## src/rtl/id_exe_hazard_ctrl_if.sv

```systemverilog
// ID/EXE hazard controller bus: decode/EXE status in, pipeline sequencing controls out.
// The slave modport is the controller; the master modport is the pipeline side driving it.
interface id_exe_hazard_ctrl_if #(
    parameter int LIST_W = 9
);
    logic              id_valid;
    logic              id_use_n;
    logic              id_use_m;
    logic              id_use_t;
    logic [3:0]        id_addr_n;
    logic [3:0]        id_addr_m;
    logic [3:0]        id_addr_t;
    logic              exe_is_load;
    logic              exe_w_reg_en;
    logic [3:0]        exe_addr_d;
    logic              exe_branch_taken;
    logic              id_multiple;
    logic              id_mult_load;
    logic              id_mult_hi_pc;
    logic [LIST_W-1:0] id_reg_list;

    logic              stall_pc;
    logic              stall_if_id;
    logic              flush_if_id;
    logic              bubble_id_exe;
    logic              mult_busy;
    logic [3:0]        addr_i;
    logic [31:0]       ri_offset;
    logic              w_mem_en_multiple;
    logic              w_reg_en_multiple;
    logic [31:0]       perf_stall_cnt;
    logic [31:0]       perf_flush_cnt;

    modport slave (
        input  id_valid, id_use_n, id_use_m, id_use_t,
        input  id_addr_n, id_addr_m, id_addr_t,
        input  exe_is_load, exe_w_reg_en, exe_addr_d, exe_branch_taken,
        input  id_multiple, id_mult_load, id_mult_hi_pc, id_reg_list,
        output stall_pc, stall_if_id, flush_if_id, bubble_id_exe, mult_busy,
        output addr_i, ri_offset, w_mem_en_multiple, w_reg_en_multiple,
        output perf_stall_cnt, perf_flush_cnt
    );

    modport master (
        output id_valid, id_use_n, id_use_m, id_use_t,
        output id_addr_n, id_addr_m, id_addr_t,
        output exe_is_load, exe_w_reg_en, exe_addr_d, exe_branch_taken,
        output id_multiple, id_mult_load, id_mult_hi_pc, id_reg_list,
        input  stall_pc, stall_if_id, flush_if_id, bubble_id_exe, mult_busy,
        input  addr_i, ri_offset, w_mem_en_multiple, w_reg_en_multiple,
        input  perf_stall_cnt, perf_flush_cnt
    );
endinterface

```

## src/rtl/id_exe_hazard_ctrl.sv

```systemverilog
// ID/EXE sequencing: load-use stalls, taken-branch flushes, LDM/STM/PUSH/POP list expansion.
// Optional HAZARD_PERF_CNT_EN adds saturating stall/flush event counters.
module id_exe_hazard_ctrl #(
    parameter int LIST_W           = 9,
    parameter int LOAD_USE_BUBBLES = 1,
    parameter int BRANCH_BUBBLES   = 1
) (
    input  logic                     clk,
    input  logic                     rst,
    id_exe_hazard_ctrl_if.slave      bus
);
    localparam int NUM_W = $clog2(LIST_W + 1);

    typedef enum logic [1:0] {IDLE, LU_STALL, BR_FLUSH, MULTI} state_t;

    state_t            state, state_nxt;
    logic [1:0]        cnt, cnt_nxt;
    logic [LIST_W-1:0] list, list_nxt;
    logic [NUM_W-1:0]  num, num_nxt;
    logic              hi_pc, hi_pc_nxt;
    logic              load, load_nxt;

    logic              hazard;
    logic              issue;
    logic [LIST_W-1:0] cur_list, rem_list;
    logic [NUM_W-1:0]  cur_num;
    logic              cur_hi_pc, cur_load;

    logic              stall_pc, stall_if_id, flush_if_id, bubble_id_exe, mult_busy;
    logic [3:0]        addr_i;
    logic [31:0]       ri_offset;
    logic              w_mem_en, w_reg_en;

    // Register index of the lowest set list bit; the top bit selects LR or PC.
    function automatic logic [3:0] xfer_reg(input logic [LIST_W-1:0] l, input logic hp);
        logic [3:0] r;
        r = '0;
        for (int i = LIST_W - 1; i >= 0; i--) begin
            if (l[i]) r = (i >= 8) ? (hp ? 4'd15 : 4'd14) : 4'(i);
        end
        return r;
    endfunction

    assign hazard = bus.exe_is_load && bus.exe_w_reg_en && bus.id_valid &&
                    ((bus.id_use_n && bus.id_addr_n == bus.exe_addr_d) ||
                     (bus.id_use_m && bus.id_addr_m == bus.exe_addr_d) ||
                     (bus.id_use_t && bus.id_addr_t == bus.exe_addr_d));

    always_ff @(posedge clk or posedge rst) begin
        if (rst) begin
            state <= IDLE;
            cnt   <= '0;
            list  <= '0;
            num   <= '0;
            hi_pc <= 1'b0;
            load  <= 1'b0;
        end else begin
            state <= state_nxt;
            cnt   <= cnt_nxt;
            list  <= list_nxt;
            num   <= num_nxt;
            hi_pc <= hi_pc_nxt;
            load  <= load_nxt;
        end
    end

    always_comb begin
        state_nxt     = state;
        cnt_nxt       = cnt;
        list_nxt      = list;
        num_nxt       = num;
        hi_pc_nxt     = hi_pc;
        load_nxt      = load;
        issue         = 1'b0;
        cur_list      = list;
        cur_num       = num;
        cur_hi_pc     = hi_pc;
        cur_load      = load;
        rem_list      = '0;
        stall_pc      = 1'b0;
        stall_if_id   = 1'b0;
        flush_if_id   = 1'b0;
        bubble_id_exe = 1'b0;
        mult_busy     = 1'b0;
        addr_i        = '0;
        ri_offset     = '0;
        w_mem_en      = 1'b0;
        w_reg_en      = 1'b0;

        if (bus.exe_branch_taken) begin
            flush_if_id   = 1'b1;
            bubble_id_exe = 1'b1;
            list_nxt      = '0;
            num_nxt       = '0;
            if (BRANCH_BUBBLES > 1) begin
                state_nxt = BR_FLUSH;
                cnt_nxt   = 2'(BRANCH_BUBBLES - 2);
            end else begin
                state_nxt = IDLE;
            end
        end else begin
            unique case (state)
                IDLE: begin
                    if (hazard) begin
                        stall_pc      = 1'b1;
                        stall_if_id   = 1'b1;
                        bubble_id_exe = 1'b1;
                        if (LOAD_USE_BUBBLES > 1) begin
                            state_nxt = LU_STALL;
                            cnt_nxt   = 2'(LOAD_USE_BUBBLES - 2);
                        end
                    end else if (bus.id_multiple && bus.id_valid && bus.id_reg_list != '0) begin
                        issue     = 1'b1;
                        cur_list  = bus.id_reg_list;
                        cur_num   = '0;
                        cur_hi_pc = bus.id_mult_hi_pc;
                        cur_load  = bus.id_mult_load;
                    end
                end
                LU_STALL: begin
                    stall_pc      = 1'b1;
                    stall_if_id   = 1'b1;
                    bubble_id_exe = 1'b1;
                    if (cnt == 2'd0) state_nxt = IDLE;
                    else             cnt_nxt   = cnt - 2'd1;
                end
                BR_FLUSH: begin
                    flush_if_id   = 1'b1;
                    bubble_id_exe = 1'b1;
                    if (cnt == 2'd0) state_nxt = IDLE;
                    else             cnt_nxt   = cnt - 2'd1;
                end
                MULTI: begin
                    issue = 1'b1;
                end
                default: state_nxt = IDLE;
            endcase
        end

        // One transfer per cycle; ID stays stalled until the last list bit is issued.
        if (issue) begin
            addr_i    = xfer_reg(cur_list, cur_hi_pc);
            ri_offset = {{(32 - NUM_W - 2){1'b0}}, cur_num, 2'b00};
            w_reg_en  = cur_load;
            w_mem_en  = ~cur_load;
            rem_list  = cur_list & (cur_list - 1'b1);
            list_nxt  = rem_list;
            hi_pc_nxt = cur_hi_pc;
            load_nxt  = cur_load;
            if (rem_list != '0) begin
                stall_pc    = 1'b1;
                stall_if_id = 1'b1;
                mult_busy   = 1'b1;
                num_nxt     = cur_num + 1'b1;
                state_nxt   = MULTI;
            end else begin
                num_nxt   = '0;
                state_nxt = IDLE;
            end
        end

        // Outputs read as all-zero for as long as reset is held, even mid-sequence.
        if (rst) begin
            stall_pc      = 1'b0;
            stall_if_id   = 1'b0;
            flush_if_id   = 1'b0;
            bubble_id_exe = 1'b0;
            mult_busy     = 1'b0;
            addr_i        = '0;
            ri_offset     = '0;
            w_mem_en      = 1'b0;
            w_reg_en      = 1'b0;
        end
    end

    assign bus.stall_pc          = stall_pc;
    assign bus.stall_if_id       = stall_if_id;
    assign bus.flush_if_id       = flush_if_id;
    assign bus.bubble_id_exe     = bubble_id_exe;
    assign bus.mult_busy         = mult_busy;
    assign bus.addr_i            = addr_i;
    assign bus.ri_offset         = ri_offset;
    assign bus.w_mem_en_multiple = w_mem_en;
    assign bus.w_reg_en_multiple = w_reg_en;

`ifdef HAZARD_PERF_CNT_EN
    logic [31:0] stall_cnt, flush_cnt;

    // Branch events only; BR_FLUSH extension cycles are not separate events.
    always_ff @(posedge clk or posedge rst) begin
        if (rst) begin
            stall_cnt <= '0;
            flush_cnt <= '0;
        end else begin
            if (stall_pc && stall_cnt != '1)             stall_cnt <= stall_cnt + 32'd1;
            if (bus.exe_branch_taken && flush_cnt != '1) flush_cnt <= flush_cnt + 32'd1;
        end
    end

    assign bus.perf_stall_cnt = stall_cnt;
    assign bus.perf_flush_cnt = flush_cnt;
`else
    assign bus.perf_stall_cnt = '0;
    assign bus.perf_flush_cnt = '0;
`endif
endmodule

```

## src/flat_wrapper.sv

```systemverilog
// flat-port wrapper written by rule: the top's interface ports become plain ports
module id_exe_hazard_ctrl_flat 
#(
    parameter int LIST_W           = 9,
    parameter int LOAD_USE_BUBBLES = 1,
    parameter int BRANCH_BUBBLES   = 1
)
  (clk, rst, bus_id_valid, bus_id_use_n, bus_id_use_m, bus_id_use_t, bus_id_addr_n, bus_id_addr_m, bus_id_addr_t, bus_exe_is_load, bus_exe_w_reg_en, bus_exe_addr_d, bus_exe_branch_taken, bus_id_multiple, bus_id_mult_load, bus_id_mult_hi_pc, bus_id_reg_list, bus_stall_pc, bus_stall_if_id, bus_flush_if_id, bus_bubble_id_exe, bus_mult_busy, bus_addr_i, bus_ri_offset, bus_w_mem_en_multiple, bus_w_reg_en_multiple, bus_perf_stall_cnt, bus_perf_flush_cnt);
  id_exe_hazard_ctrl_if #(.LIST_W(LIST_W)) bus_i ();
  input  logic clk;
  input  logic rst;
  input wire logic [$bits(bus_i.id_valid)-1:0] bus_id_valid;
  input wire logic [$bits(bus_i.id_use_n)-1:0] bus_id_use_n;
  input wire logic [$bits(bus_i.id_use_m)-1:0] bus_id_use_m;
  input wire logic [$bits(bus_i.id_use_t)-1:0] bus_id_use_t;
  input wire logic [$bits(bus_i.id_addr_n)-1:0] bus_id_addr_n;
  input wire logic [$bits(bus_i.id_addr_m)-1:0] bus_id_addr_m;
  input wire logic [$bits(bus_i.id_addr_t)-1:0] bus_id_addr_t;
  input wire logic [$bits(bus_i.exe_is_load)-1:0] bus_exe_is_load;
  input wire logic [$bits(bus_i.exe_w_reg_en)-1:0] bus_exe_w_reg_en;
  input wire logic [$bits(bus_i.exe_addr_d)-1:0] bus_exe_addr_d;
  input wire logic [$bits(bus_i.exe_branch_taken)-1:0] bus_exe_branch_taken;
  input wire logic [$bits(bus_i.id_multiple)-1:0] bus_id_multiple;
  input wire logic [$bits(bus_i.id_mult_load)-1:0] bus_id_mult_load;
  input wire logic [$bits(bus_i.id_mult_hi_pc)-1:0] bus_id_mult_hi_pc;
  input wire logic [$bits(bus_i.id_reg_list)-1:0] bus_id_reg_list;
  output wire logic [$bits(bus_i.stall_pc)-1:0] bus_stall_pc;
  output wire logic [$bits(bus_i.stall_if_id)-1:0] bus_stall_if_id;
  output wire logic [$bits(bus_i.flush_if_id)-1:0] bus_flush_if_id;
  output wire logic [$bits(bus_i.bubble_id_exe)-1:0] bus_bubble_id_exe;
  output wire logic [$bits(bus_i.mult_busy)-1:0] bus_mult_busy;
  output wire logic [$bits(bus_i.addr_i)-1:0] bus_addr_i;
  output wire logic [$bits(bus_i.ri_offset)-1:0] bus_ri_offset;
  output wire logic [$bits(bus_i.w_mem_en_multiple)-1:0] bus_w_mem_en_multiple;
  output wire logic [$bits(bus_i.w_reg_en_multiple)-1:0] bus_w_reg_en_multiple;
  output wire logic [$bits(bus_i.perf_stall_cnt)-1:0] bus_perf_stall_cnt;
  output wire logic [$bits(bus_i.perf_flush_cnt)-1:0] bus_perf_flush_cnt;
  assign bus_i.id_valid = bus_id_valid;
  assign bus_i.id_use_n = bus_id_use_n;
  assign bus_i.id_use_m = bus_id_use_m;
  assign bus_i.id_use_t = bus_id_use_t;
  assign bus_i.id_addr_n = bus_id_addr_n;
  assign bus_i.id_addr_m = bus_id_addr_m;
  assign bus_i.id_addr_t = bus_id_addr_t;
  assign bus_i.exe_is_load = bus_exe_is_load;
  assign bus_i.exe_w_reg_en = bus_exe_w_reg_en;
  assign bus_i.exe_addr_d = bus_exe_addr_d;
  assign bus_i.exe_branch_taken = bus_exe_branch_taken;
  assign bus_i.id_multiple = bus_id_multiple;
  assign bus_i.id_mult_load = bus_id_mult_load;
  assign bus_i.id_mult_hi_pc = bus_id_mult_hi_pc;
  assign bus_i.id_reg_list = bus_id_reg_list;
  assign bus_stall_pc = bus_i.stall_pc;
  assign bus_stall_if_id = bus_i.stall_if_id;
  assign bus_flush_if_id = bus_i.flush_if_id;
  assign bus_bubble_id_exe = bus_i.bubble_id_exe;
  assign bus_mult_busy = bus_i.mult_busy;
  assign bus_addr_i = bus_i.addr_i;
  assign bus_ri_offset = bus_i.ri_offset;
  assign bus_w_mem_en_multiple = bus_i.w_mem_en_multiple;
  assign bus_w_reg_en_multiple = bus_i.w_reg_en_multiple;
  assign bus_perf_stall_cnt = bus_i.perf_stall_cnt;
  assign bus_perf_flush_cnt = bus_i.perf_flush_cnt;
  id_exe_hazard_ctrl #(.LIST_W(LIST_W), .LOAD_USE_BUBBLES(LOAD_USE_BUBBLES), .BRANCH_BUBBLES(BRANCH_BUBBLES)) u_core (.clk(clk), .rst(rst), .bus(bus_i));
endmodule
```

## config.mk

```make
export PLATFORM = sky130hd
export DESIGN_NAME = id_exe_hazard_ctrl_flat
export DESIGN_NICKNAME = d
export VERILOG_FILES = /design/src/rtl/id_exe_hazard_ctrl_if.sv /design/src/rtl/id_exe_hazard_ctrl.sv /design/src/flat_wrapper.sv
export SDC_FILE = /design/constraint.sdc
export NUM_CORES = 1
export LEC_CHECK = 0
export CORE_UTILIZATION = 39
export CTS_CLUSTER_DIAMETER = 200
export DETAILED_ROUTE_END_ITERATION = 12
export GPL_TIMING_DRIVEN = 1
export PLACE_DENSITY = 0.9
export SLEW_MARGIN = 20
export SYNTH_ARGS = -nofsm -noshare
export SYNTH_HDL_FRONTEND = slang
export SYNTH_SLANG_ARGS = --single-unit
```

## constraint.sdc

```tcl
create_clock -name clk -period 4.5 [get_ports clk]
set_clock_uncertainty 0.2 [all_clocks]
set_input_delay 0.9 -clock clk [delete_from_list [all_inputs] [get_ports clk]]
set_output_delay 0.9 -clock clk [all_outputs]
set_load 0.005 [all_outputs]
```

======== Word level (Yosys, flattened, before mapping) ========
Index checks and enable logic that the tools add are counted.
cells by class
  muxes and demuxes ....................... 63
  add/sub/neg operators ................... 3
  equal/unequal tests ..................... 6
  bitwise gates (word level) .............. 4
  reductions and logical operators ........ 20
operators by type and width
  cell                                                  number
  2-to-1 mux 4 bit                                      18
  2-to-1 mux 9 bit                                      6
  2-to-1 mux 1 bit                                      29
  nonzero test 9 bit                                    2
  equality test 4 bit                                   3
  2-to-1 mux 6 bit                                      2
  2-to-1 mux 2 bit                                      5
  AND 9 bit                                             1
  subtractor 9 x 1 -> 9 bit (second input constant)     1
  logical AND 1 bit                                     8
  one-hot mux 1 bit (2 select lines)                    3
  nonzero test 3 bit                                    2
  adder 4 x 1 -> 4 bit (second input constant)          1
  equality test 2 bit (second input constant)           2
  zero test 2 bit                                       2
  NOT 1 bit                                             3
  AND reduction 3 bit                                   1
  equality test 2 x 1 -> 1 bit (second input constant)  1
  logical OR 1 bit                                      2
  AND reduction 2 bit                                   1
  nonzero test 2 bit                                    1
  OR reduction 2 bit                                    1
  subtractor 2 x 1 -> 2 bit (second input constant)     1
storage, ports and cells
  bits of input ports ..................... 37
  output and inout port bits .............. 107
  register bits after elaboration ......... 19

======== Longest topological paths before layout ========
Gate-level depths: netlist (run 1).
  depth after elaboration ................. 20
  mapped depth ............................ 10
  mapped depth without buffers ............ 9

======== Worst setup path after synthesis (run 1) ========
OpenSTA, ideal clock, no wires.
  kind .................................... input-to-output
  from .................................... in bus_id_reg_list[3]
  to ...................................... out bus_stall_pc
  setup slack ............................. 0.867 ns
  arrival ................................. 2.533 ns
  stages .................................. 7
  data required time ...................... 3.400 ns
  buffers on the path ..................... 1
  path through ............................ or4_1 o22ai_1 o21ai_1 or3_1 mux2i_2 o22ai_1 buf_4
between the ends
  cells in the longest elaborated chain, start to end .. 12
RTL lines
  element                           RTL line                   RTL
  start, declared                   flat_wrapper.sv:26         input wire logic [$bits(bus_i.id_reg_list)-1:0] bus_id_reg_list;
  nonzero test 9 bit                id_exe_hazard_ctrl.sv:112  end else if (bus.id_multiple && bus.id_valid && bus.id_reg_list != '0) begin
  logical AND 1 bit                 id_exe_hazard_ctrl.sv:112
  2-to-1 mux 9 bit                  id_exe_hazard_ctrl.sv:112
  2-to-1 mux 9 bit                  id_exe_hazard_ctrl.sv:104  if (hazard) begin
  2-to-1 mux 9 bit                  id_exe_hazard_ctrl.sv:102  unique case (state)
  2-to-1 mux 9 bit                  id_exe_hazard_ctrl.sv:90   if (bus.exe_branch_taken) begin
  subtractor 9 x 1 -> 9 bit         id_exe_hazard_ctrl.sv:146  rem_list = cur_list & (cur_list - 1'b1);
  AND 9 bit                         id_exe_hazard_ctrl.sv:146
  nonzero test 9 bit                id_exe_hazard_ctrl.sv:150  if (rem_list != '0) begin
  2-to-1 mux 1 bit                  n/a
  2-to-1 mux 1 bit * (2 in series)  n/a
  end, declared                     flat_wrapper.sv:27         output wire logic [$bits(bus_i.stall_pc)-1:0] bus_stall_pc;
Mark *: on every way between the ends. The rest lies on a longest branch, timed or not.

======== Final worst setup path (run 1) ========
  from .................................... in bus_id_valid
  to ...................................... out bus_addr_i[0]
between the ends
  cells in the longest elaborated chain, start to end .. 18
RTL lines
  element                          RTL line                   RTL
  start, declared                  flat_wrapper.sv:12         input wire logic [$bits(bus_i.id_valid)-1:0] bus_id_valid;
  logical AND 1 bit (2 in series)  id_exe_hazard_ctrl.sv:112
  2-to-1 mux 1 bit                 id_exe_hazard_ctrl.sv:112
  2-to-1 mux 1 bit                 id_exe_hazard_ctrl.sv:104
  2-to-1 mux 1 bit                 id_exe_hazard_ctrl.sv:102
  2-to-1 mux 1 bit                 id_exe_hazard_ctrl.sv:90
  2-to-1 mux 1 bit                 id_exe_hazard_ctrl.sv:39   if (l[i]) r = (i >= 8) ? (hp ? 4'd15 : 4'd14) : 4'(i);
  2-to-1 mux 4 bit (9 in series)   id_exe_hazard_ctrl.sv:39
  2-to-1 mux 4 bit *               id_exe_hazard_ctrl.sv:141  if (issue) begin
  2-to-1 mux 4 bit *               id_exe_hazard_ctrl.sv:163  if (rst) begin
  end, declared                    flat_wrapper.sv:32         output wire logic [$bits(bus_i.addr_i)-1:0] bus_addr_i;
Marked as above.

==> results of run 1 <==
## per-layer routing
layer	part of all wire	wire, um	vias to the layer above
li1	-	-	885
met1	0.40	1955	883
met2	0.52	2541	99
met3	0.065	320	12
met4	0.019	92	0
met5	0	0	-
## placed cells by master (no fill, tap or decap), types with 4 or more instances in the layout
cell / n
conb_1: 92
clkdlybuf4s50_1: 41
buf_4: 25
dfrtp_1: 15
nor2_1: 13
a21oi_1: 12
xnor2_1: 11
nand2_1: 9
o21ai_0: 9
inv_1: 8
nor3_1: 7
nor2b_1: 7
dlymetal6s2s_1: 6
o211ai_1: 4
a22o_1: 4
and2_1: 4
a32o_1: 4
dlygate4sd2_1: 4
## what timing repair did
action,in CTS,in global routing
gates resized for setup,4,12
gates cloned,0,1
pin swaps,0,2
setup endpoints to repair,4,9
buffers inserted,0,2
## per-stage QoR
| stage | hold WS [ns] | cell area [um2] |
|---|---|---|
| 2_1_floorplan | 0.2334 | 2457 |
| 3_3_place_gp | 0.2743 | 2524 |
| 3_5_place_dp | 0.2840 | 2524 |
| 4_1_cts | 0.2932 | 2567 |
| 5_1_grt | 0.3069 | 2654 |
| 6_report | 0.2927 | 2654 |
## registers in the layout (all words and copies together), names as in the netlist
name	cells
u_core.list	8
u_core.num	4
u_core.hi_pc	1
u_core.load	1
u_core.state	1
## area by class of cell
| type | count | area share |
|---|---|---|
| Clock inverter | 1 | 0.002829 |
| Clock buffer | 3 | 0.01556 |
| Sequential cell | 15 | 0.1414 |
| Multi-Input combinational cell | 233 | 0.5120 |
| Tap cell | 70 | 0.03300 |
| Inverter | 8 | 0.01132 |
| Timing Repair Buffer | 78 | 0.2838 |
## where the power goes
group          internal, mW  switching, mW
registers             0.143        0.00899
clock network        0.0623         0.0529
logic                0.0849         0.0887
## logic make-up (layout without fill, tap and decap cells)
group,count (synthesis),after routing
compound gates,57,57
flops,15,15
fa+ha+maj,3,3
other cells,1,92
xor+xnor,13,13
simple gates,63,63
mux,5,5
buf+inv,106,90
## how the worst min path moves through the flow
stage / from / end / cells after the start
floorplan: u_core.num[3] / u_core.num[3] / 1
global placement: u_core.num[3] / u_core.num[3] / 1
detailed placement: u_core.num[3] / u_core.num[3] / 1
CTS: u_core.num[3] / u_core.num[3] / 1
global route: u_core.num[3] / u_core.num[3] / 1
finish: u_core.num[3] / u_core.num[3] / 1
## worst max-delay path: stages
cell             delay, ns
clkdlybuf4s50_1       0.42
and3_1                0.23
nand4_1               0.10
o22ai_2               0.14
nor3b_2               0.28
nor2_2                0.07
or3_4                 0.37
buf_4                 0.15
a21oi_2               0.13
clkdlybuf4s50_1       0.52
==> flow_metrics.py, run 1 <==
metrics = {
    "final_layout": {
        "drive_gt1_frac": 0.1509,
        "nFillCells": 465,
        "finalNonFillerCells": 408,
        "syn_to_final_growth_pct": 25.43,
        "insertedDiodeCount": 0,
        "utilization": 0.5131,
        "layout.nets": 377,
        "regArea_um2": 375.4,
        "multi_input_area_um2": 1359,
    },
    "synth": {
        "synthXorXnorAreaFrac": 0.05381,
        "yosysUniqueCellTypes": 55,
        "synth_edf_count": 0,
        "ys_seq_area_frac": 0.1774,
        "synth_top_family_by_area": "buffers and inverters",
        "synth_fa_ha_area_frac": 0.01597,
        "synth.top_cell.area_share": 0.3335,
        "synth_mux_area_frac": 0.02661,
        "synth_ff_type": "dfrtp_1",
        "synth.most_common_cell": "buf_4",
        "synth_compound_area_frac": 0.1869,
        "synth-seq-cells": 15,
        "async_flop_share": 1.000,
        "synth_top_cell_by_area": "buf_4",
        "synth_cells": 263,
        "synthSimpleGateAreaFrac": 0.1810,
        "yosysWarnings": 0,
        "synth.top_cells.by_area": "buf_4 33%, dfrtp_1 18%, xnor2_1 4.6%",
        "syn-cell-area_um2": 2116,
        "ys_top_cells_by_count": "94 x buf_4, 15 x dfrtp_1, 13 x a21oi_1, 13 x nor2_1, 11 x xnor2_1",
        "avgSynthCellArea_um2": 8.045,
    },
    "die": {
        "rows": 26,
        "die_y_um": 75.66,
        "start_util": 0.4090,
        "io_pins": 144,
        "fp.dieW_um": 75.66,
        "core_um2": 5172,
        "die_area_um2": 5724,
    },
    "detailed_routing": {
        "wl_per_cell_um": 12.03,
        "viasPerCell": 4.605,
        "drc_errors": 0,
        "drt_wl_total_mm": 4.910,
        "drt_iter0_markers": 139,
        "ant_nets": 0,
        "first_pass_iters": 4,
        "vias": 1879,
    },
    "place": {
        "dp_hpwl_mm": 3.971,
        "globalplace.congestion": 0.9196,
        "portBuffers": 51,
        "dp_slack_ns": -0.05044,
        "post-place-cells": 401,
    },
    "worst_setup_path": {
        "cp-end-kind": "output port",
        "timing.rr.start": "u_core.state[0]",
        "crit_end": "bus_addr_i[0]",
        "crit_start": "bus_id_valid",
        "cp_max_fo": 5,
        "ff2ff_setup_slack_ns": 1.94,
        "crit_required_ns": 3.40,
        "reg2reg_depth": 10,
        "cp-start-kind": "input port",
        "crit-reg2reg-capture": "u_core.num[2]",
        "worstPathArrival_ns": 3.31,
        "criticalPathCategory": "in2out",
    },
    "run": {
        "maxCapViolCount": 0,
    },
    "timing": {
        "finalSetupTns_ns": 0,
        "slew_headroom": 0.6370,
        "finalCritPeriodShare": 0.9800,
        "fin_ws_ns": 0.09004,
        "final.min_clock_period_ns": 4.410,
        "worst_pin_slew_ns": 0.5403,
        "setup_viol": 0,
        "finalHoldViolCount": 0,
        "max_freq_mhz": 226.8,
        "slew_viol_final": 0,
    },
    "global_routing": {
        "grt_pass1_wl_mm": 7.583,
        "globalRouteMet1Util": 0.2086,
        "grtUsageMet3": 0.03571,
        "top_usage_layer": "met2",
        "grt_antenna_before_repair": 0,
        "use_met2": 0.3125,
        "grt_pass1_vias": 1675,
        "grt_max_degree": 23,
        "grt_use_total": 0.1727,
        "grt_overflow": 0,
    },
    "clock_tree": {
        "cts_tree": "yes",
        "clock-root-buffer": "clkbuf_8",
        "cts_buffers": 3,
        "h-tree-depth": 1,
        "cts_sinks": 15,
        "cts_buffer_depth": 2,
        "clock_latency_ns": 0.25,
        "clk_pin_slew_ns": 0.07,
        "ctsHoldBuffers": 0,
    },
    "pwr": {
        "power_density_nw_per_um2": 166.2,
        "total_power_mw": 0.4409,
        "leakagePower_nw": 1.280,
        "peakVddDrop_uv": 201.1,
    },
    "run_status": {
        "status": "complete, no violations",
    },
    "min_path": {
        "hp-class": "reg2reg",
    },
}
Note: power is estimated with default switching activity, not from simulation.
==> inputs of run 2 (changes only) <==
CORE_MARGIN = 4   (was default)
==> flow_metrics.py, run 2 (synthesis gave the netlist of run 1 again) <==
metrics = {
    "run_status": {
        "status": "complete, no violations",
    },
    "worst_setup_path": {
        "crit_required_ns": 3.40,
        "crit-reg2reg-capture": "u_core.num[1]",
        "cp_cell_sequence": "clkdlybuf4s50_1, and3_1, nand4_1, o22ai_2, nor4b_4, buf_4, buf_6, o21a_1, nor4_2, clkdlybuf4s50_1",
        "ff2ff_setup_slack_ns": 1.77,
        "reg2reg_depth": 9,
        "timing.rr.start": "u_core.list[1]",
        "cp-start-kind": "input port",
        "crit_start": "bus_id_valid",
        "crit_path_frequent_cell": "clkdlybuf4s50_1",
        "worstPathArrival_ns": 3.31,
        "criticalPathCategory": "in2out",
        "cpPeakStageDelay_ns": 0.54,
        "cp_slowest_cell": "clkdlybuf4s50_1",
        "cp-end-kind": "output port",
        "cp_max_fo": 7,
    },
    "die": {
        "die_y_um": 81.66,
        "die_area_um2": 6668,
        "start_util": 0.4090,
        "io_pins": 144,
        "core_um2": 5172,
        "rows": 26,
        "fp.dieW_um": 81.66,
    },
    "detailed_routing": {
        "drt_iter0_markers": 167,
        "drt_wl_total_mm": 5.604,
        "ant_nets": 0,
        "wl_per_cell_um": 13.87,
        "vias": 1846,
        "viasPerCell": 4.569,
        "first_pass_iters": 4,
        "drc_errors": 0,
        "met3_length_um": 479,
        "highest-signal-layer": "met4",
        "dr_wl_met2_mm": 2.982,
        "met1_length_mm": 2.097,
    },
    "clock_tree": {
        "cts_tree": "yes",
        "clock-root-buffer": "clkbuf_8",
        "h-tree-depth": 1,
        "clk_pin_slew_ns": 0.06,
        "clock_latency_ns": 0.25,
        "ctsHoldBuffers": 0,
        "cts_sinks": 15,
        "cts_buffer_depth": 2,
        "cts_buffers": 3,
    },
    "min_path": {
        "hold_end": "u_core.num[3]",
        "min_delay_path_depth": 1,
        "worstHoldStart": "u_core.num[3]",
        "hp-class": "reg2reg",
    },
    "place": {
        "globalplace.congestion": 0.8703,
        "post-place-cells": 397,
        "dp_slack_ns": -0.05935,
        "portBuffers": 51,
        "dp_hpwl_mm": 4.553,
    },
    "timing": {
        "whs_ns": 0.2843,
        "slew_headroom": 0.5983,
        "worst_pin_slew_ns": 0.5979,
        "slew_viol_final": 0,
        "max_freq_mhz": 226.7,
        "finalHoldViolCount": 0,
        "rsz0062_at_grt": "yes",
        "fin_ws_ns": 0.08871,
        "final.min_clock_period_ns": 4.411,
        "setup_viol": 0,
        "finalCritPeriodShare": 0.9803,
    },
    "final_layout": {
        "largest_register_ff_count": 8,
        "finalNonFillerCells": 404,
        "largest_register": "u_core.list",
        "reg_top3": "u_core.list (8), u_core.num (4)",
        "layout.nets": 373,
        "mostFrequentLayoutCell": "conb_1",
        "multi_input_area_um2": 1345,
        "final_cell_mix": "92 x conb_1, 42 x clkdlybuf4s50_1, 22 x buf_4",
        "regArea_um2": 375.4,
        "syn_to_final_growth_pct": 21.47,
        "nFillCells": 482,
        "insertedDiodeCount": 0,
        "drive_gt1_frac": 0.1287,
    },
    "global_routing": {
        "grt_use_total": 0.1542,
        "grt_antenna_before_repair": 0,
        "grt_overflow": 0,
        "grt_max_degree": 16,
        "grt_pass1_wl_mm": 8.073,
        "grt_pass1_vias": 1685,
    },
    "pwr": {
        "leakagePower_nw": 1.228,
        "power_density_nw_per_um2": 169.5,
        "total_power_mw": 0.4355,
        "peakVddDrop_uv": 173.7,
    },
    "run": {
        "maxCapViolCount": 0,
    },
}
==> run 2: worst max-delay path by stage <==
stage | to | cells after the start
after detailed placement | bus_stall_if_id | 9
after CTS | bus_addr_i[3] | 9
after global routing | bus_addr_i[3] | 9
after global placement | bus_stall_if_id | 8
final | bus_addr_i[3] | 10
after floorplan | bus_stall_pc | 7
==> run 2: cell type report <==
type	count	area share
Sequential cell	15	0.1461
Multi-Input combinational cell	233	0.5234
Tap cell	70	0.03408
Timing Repair Buffer	74	0.2673
Clock buffer	4	0.01753
Inverter	8	0.01168
==> run 2: worst max-delay path, delay by kind of cell <==
kind | cells | cell delay, ns
AOI/OAI and AO/OA | 2 | 0.46
buffers and inverters | 4 | 1.31
and+or+nand+nor | 4 | 0.64
==> run 2: power by group <==
part | switching (mW) | total, mW | internal, mW
registers | 0.00947 | 0.153 | 0.143
clock network | 0.0498 | 0.113 | 0.0628
logic | 0.0888 | 0.170 | 0.0815
total | 0.148 | 0.436 | 0.287
==> run 2: metrics by stage <==
| step | setup TNS, ns | util | area, um2 |
|---|---|---|---|
| final | 0 | 0.4969 | 2570 |
| after detailed placement | -0.2042 | 0.4797 | 2481 |
| after CTS | 0 | 0.4879 | 2524 |
| after global routing | -0.1004 | 0.4969 | 2570 |
| after global placement | 0 | 0.4797 | 2481 |
| after floorplan | 0 | - | 2457 |
==> run 2: what timing repair did <==
| item | 4_1_cts | 5_1_grt |
|---|---|---|
| endpoints found under the setup margin | 4 | 8 |
| gates resized for setup | 7 | 6 |
| pin swaps | 2 | 4 |
| gates cloned | 0 | 0 |
| buffers inserted | 0 | 3 |
==> run 2: layer usage <==
metal,track usage,vias to the layer above
li1,-,868
met1,0.1896,870
met2,0.2809,104
met3,0.02961,4
met4,0.02658,0
met5,0,-
